==> src/rtl/if_fetch_unit.sv <==
// if_fetch_unit: instruction fetch stage with a single outstanding memory read.
//
// The fetch address sits in pc_reg. Returned words are passed straight through
// to the IF/ID register when the pipeline can accept them. If the pipeline is
// frozen, the word is parked in a hold buffer.
//
// A redirect that arrives while a read is still outstanding parks the stale
// address in drop_addr. The stale word is then absorbed in DROP before the
// unit fetches from the new target.
//
// Optional feature: define IF_FETCH_COUNT_EN to build the handoff counter
// behind fetch_count. Without it, fetch_count is tied to zero and no counter
// register exists.

module if_fetch_unit (
    input  logic        clk,
    input  logic        rst,
    input  logic        freeze,
    input  logic        mem_freeze,
    input  logic        branch_taken,
    input  logic [31:0] branch_addr,
    input  logic [31:0] imem_rdata,
    input  logic        imem_ready,
    output logic        imem_req,
    output logic [31:0] imem_addr,
    output logic [31:0] PC,
    output logic [31:0] instruction,
    output logic        inst_valid,
    output logic [31:0] fetch_count
);

    // Encoding the IF/ID register treats as a bubble.
    localparam logic [31:0] NOP_WORD = 32'hE000_0000;

    typedef enum logic [1:0] {
        FETCH = 2'd0,   // request outstanding at pc_reg
        HOLD  = 2'd1,   // fetched word parked in buf, pipeline frozen
        DROP  = 2'd2    // waiting out a read made stale by a redirect
    } state_t;

    state_t      state_q, state_d;
    logic [31:0] pc_q, pc_d;
    logic [31:0] buf_q, buf_d;
    logic [31:0] drop_addr_q, drop_addr_d;

    logic        go;
    logic        br_acc;
    logic [31:0] pc_seq;

    // Sequential successor of a fetch address; wraps modulo 2^32.
    function automatic logic [31:0] seq_next(input logic [31:0] addr);
        return addr + 32'd4;
    endfunction

    // Advance and redirect qualifiers: a memory stall blocks everything, branches included.
    always_comb begin
        go     = ~freeze & ~mem_freeze;
        br_acc = branch_taken & ~mem_freeze;
        pc_seq = seq_next(pc_q);
    end

    // The IF/ID register is handed the address after the presented instruction.
    always_comb begin
        PC = pc_seq;
    end

    // Next-state and output decode for the fetch FSM.
    always_comb begin
        state_d     = state_q;
        pc_d        = pc_q;
        buf_d       = buf_q;
        drop_addr_d = drop_addr_q;
        imem_req    = 1'b1;
        imem_addr   = pc_q;
        instruction = NOP_WORD;
        inst_valid  = 1'b0;

        unique case (state_q)
            FETCH: begin
                imem_req  = 1'b1;
                imem_addr = pc_q;
                if (br_acc) begin
                    // Redirect: whatever comes back for pc_reg is wrong-path.
                    pc_d = branch_addr;
                    if (!imem_ready) begin
                        drop_addr_d = pc_q;
                        state_d     = DROP;
                    end
                end else if (imem_ready) begin
                    // The word is shown even when frozen. The frozen
                    // IF/ID register does not load it, and it stays
                    // presented from buf in HOLD.
                    instruction = imem_rdata;
                    inst_valid  = 1'b1;
                    if (go) begin
                        pc_d = pc_seq;
                    end else begin
                        buf_d   = imem_rdata;
                        state_d = HOLD;
                    end
                end
            end

            HOLD: begin
                // No new request until the parked word is consumed.
                imem_req    = 1'b0;
                imem_addr   = pc_q;
                instruction = buf_q;
                inst_valid  = 1'b1;
                if (br_acc) begin
                    pc_d    = branch_addr;
                    state_d = FETCH;
                end else if (go) begin
                    pc_d    = pc_seq;
                    state_d = FETCH;
                end
            end

            DROP: begin
                // Keep the stale request stable until memory completes it.
                imem_req  = 1'b1;
                imem_addr = drop_addr_q;
                if (br_acc) begin
                    pc_d = branch_addr;
                end
                if (imem_ready) begin
                    state_d = FETCH;
                end
            end

            default: begin
                state_d = FETCH;
            end
        endcase

        // Nothing leaves the stage while reset is asserted.
        if (rst) begin
            instruction = NOP_WORD;
            inst_valid  = 1'b0;
        end
    end

    // FSM and datapath registers. Reset clears the architectural fetch
    // state and abandons any read in flight.
    always_ff @(posedge clk or posedge rst) begin
        if (rst) begin
            state_q     <= FETCH;
            pc_q        <= 32'h0000_0000;
            buf_q       <= NOP_WORD;
            drop_addr_q <= 32'h0000_0000;
        end else begin
            state_q     <= state_d;
            pc_q        <= pc_d;
            buf_q       <= buf_d;
            drop_addr_q <= drop_addr_d;
        end
    end

`ifdef IF_FETCH_COUNT_EN
    logic        handoff;
    logic [31:0] fetch_count_q, fetch_count_d;

    // A handoff is a real word accepted by an advancing pipeline with no redirect.
    always_comb begin
        handoff       = inst_valid & go & ~br_acc;
        fetch_count_d = handoff ? fetch_count_q + 32'd1 : fetch_count_q;
    end

    // Free-running handoff counter; wraps at 2^32.
    always_ff @(posedge clk or posedge rst) begin
        if (rst) begin
            fetch_count_q <= 32'h0000_0000;
        end else begin
            fetch_count_q <= fetch_count_d;
        end
    end

    assign fetch_count = fetch_count_q;
`else
    assign fetch_count = 32'h0000_0000;
`endif

endmodule

==> config.mk <==
export PLATFORM = sky130hd
export DESIGN_NAME = if_fetch_unit
export DESIGN_NICKNAME = d
export VERILOG_FILES = /design/src/rtl/if_fetch_unit.sv
export SDC_FILE = /design/constraint.sdc
export NUM_CORES = 1
export LEC_CHECK = 0
export CORE_MARGIN = 3
export CORE_UTILIZATION = 51
export DETAILED_ROUTE_END_ITERATION = 8
export PLACE_DENSITY_LB_ADDON = 0.2
export SLEW_MARGIN = 20
export SYNTH_ARGS = -nofsm -noshare
export SYNTH_HDL_FRONTEND = slang
export SYNTH_SLANG_ARGS = --single-unit
==> constraint.sdc <==
create_clock -name clk -period 6.7 [get_ports clk]
set_input_delay 1.34 -clock clk [delete_from_list [all_inputs] [get_ports clk]]
set_output_delay 1.34 -clock clk [all_outputs]
set_load 0.02 [all_outputs]
==> metrics.yaml <==
coreArea_um2: 12200
wl_um: 18000
area_growth_pct: 27.6
grt_max_degree: 62
root_buffer: "clkbuf_16"
seqCellArea_um2: 2460
cts_setup_buffers: 0
htree_levels: 3
ios: 200
yosys_warnings: 0
ctsHoldBuffers: 0
leakage_nw: 3.31
r2r_cells: 5
endpoint_kind: "primary output"
cts_tree: "done"
max_freq_mhz: 189
multi_input_area_um2: 3360
cp-start-kind: "input port"
synth_cell_type_count: 59
setup_tns_ns: 0
crit_chain: "clkdlybuf4s50_1, nand2b_1, and3_2, a22oi_1, nor2_1, clkdlybuf4s50_1"
n_fill_cell: 992
peakVddDrop_mv: 0.151
synthTopCellsByArea: "dfrtp_1 (37%), mux2_2 (11%), nand2_1 (6.4%)"
hp-class: "reg2reg"
vias_per_cell: 5.79
place_hpwl_um: 12400
ys_seq_elements: 98
synthArstFlopShare_pct: 100
met1_length_um: 7380
fin_crit_ns: 5.28
port_buffers: 167
start_util_pct: 52.7
worst-path-stages: 6
hold_slack_ns: 0.490
hold_depth: 1
post-route-util_pct: 67.3
cp_slowest_stage_delay_ns: 0.86
syn_area_um2: 6410
cap_violations: 0
finalHoldViolations: 0
finalMaxSlewViolations: 0
wl_met2_um: 8700
final_nets: 901
antenna_cells: 0
total_power_mw: 2.69
final_common_cell: "clkdlybuf4s50_1"
finalCritPeriodShare_pct: 78.9
rows: 40
synthCells: 713
critical-path-top-delay-family: "buffers and inverters"
setup_viol: 0
grt_usage_pct: 25.2
synth_top_cell_area_share_pct: 37.1
wl_met3_um: 1550
cts_buffers: 9
finClkSkew_ns: 0.00890
synth_edf_count: 0
syn_area_per_cell_um2: 9.00
slowest_stage: "clkdlybuf4s50_1"
avgRoutedWirePerCell_um: 17.9
vias: 5802
cp_common_cell: "clkdlybuf4s50_1"
grt_setup_unrepaired: "no"
drt-initial-drc-count: 539
fp.dieArea_um2: 14000
routed.top_layer: "met4"
drcViolationCount: 0
die_h_um: 118
outcome: "complete, no violations"
cts_resized: 0
drtAntennaViolNets: 0
yosys.area.top_type: "dfrtp_1"
max_slew_margin_pct: 26.9
crit_required_ns: 5.36
grt_pass1_vias: 5646
critPathBufInv: 2
crit_arrival_ns: 3.94
power_density_nw_per_um2: 329
grt_remaining_overflow: 0
clk_latency_ns: 0.35
critPathMaxFanout: 30
ys_seq_area_share_pct: 38.3
grt_first_pass_wirelength_um: 29200
drive_above_1_share_pct: 12.8
die_w_um: 118
crit_type: "in2out"
first_pass_iters: 5
cts.sinks: 98
place.gp.congestion: 0.917
final_cell_mix: "clkdlybuf4s50_1 (167), nand2_1 (110), dfrtp_1 (95), mux2_2 (65), nor2_1 (41)"
clkTransAtPathRegs_ns: 0.07
grt_antenna_before_repair: 0
clockBufferDepth: 2
synthFlopType: "dfrtp_1"
worst_pin_slew_ns: 1.09
[metal layers]
layer	global-route usage [%]	up-vias
met5	0	-
met4	9.23	0
met3	5.84	27
met2	40.4	271
met1	33.4	2813
li1	-	2691
[power breakdown]
part | leakage [nW] | switching, mW | internal (mW) | total, mW
clock network | 0.156 | 0.221 | 0.346 | 0.567
registers | 1.09 | 0.205 | 0.787 | 0.993
logic | 2.06 | 0.574 | 0.555 | 1.13
total | 3.31 | 1.00 | 1.69 | 2.69
[path summary, 6_finish.rpt]
kind                                                     to                        from  slack (ns)
worst max-delay path                         instruction[8]                  mem_freeze        1.42
worst min register to register   drop_addr_q[2]$_DFFE_PP0P_  drop_addr_q[2]$_DFFE_PP0P_        0.49
worst min-delay path             drop_addr_q[2]$_DFFE_PP0P_  drop_addr_q[2]$_DFFE_PP0P_        0.49
max in group asynchronous       drop_addr_q[19]$_DFFE_PP0P_                         rst        4.08
min in group asynchronous             buf_q[14]$_DFFE_PP0P_                         rst        1.40
worst max register to register         pc_q[29]$_DFFE_PP0P_      state_q[0]$_DFFE_PP0P_        3.75
[cells in the mapped netlist, types with 10 or more instances]
cell type,n
nand4_1,16
buf_2,16
nor3_1,16
inv_1,20
o21ai_0,19
mux2_2,65
buf_4,35
nand3_1,26
nand2_1,110
xor2_1,10
a2111oi_0,11
clkbuf_1,35
nor2_1,42
o211ai_1,11
a21oi_1,26
dfrtp_1,95
xnor2_1,18
a22oi_1,32
[cells by family after synthesis]
| group | share of synthesized area [%] |
|---|---|
| AOI/OAI and AO/OA | 14.3 |
| xor gates and xnor gates | 3.82 |
| adders and majority gates | 0.195 |
| buffers and inverters | 11.5 |
| DFF | 38.3 |
| muxes | 12.7 |
| other | 0.0585 |
| and+or+nand+nor | 19.2 |
[sequential cells by signal, indices dropped and copies added (netlist names)]
signal / cells
buf_q: 32
drop_addr_q: 32
pc_q: 32
state_q: 2
[stage by stage]
stage	area, um2	worst slack, ns	std cells
after detailed placement	7870	1.01	987
after global placement	7870	1.15	987
after floorplan	6530	1.39	744
after CTS	8190	1.03	1002
final	8190	1.42	1002
after global routing	8190	1.28	1002
[cell type report]
cell class,instances,area share [%]
multi-input cells,522,41.1
flip-flops and latches,98,30.0
repair buffers,179,21.5
clock buffers,13,3.18
well taps,168,2.57
inverters,20,0.948
clock inverters,2,0.734
Power figures use the tool's default switching activity.
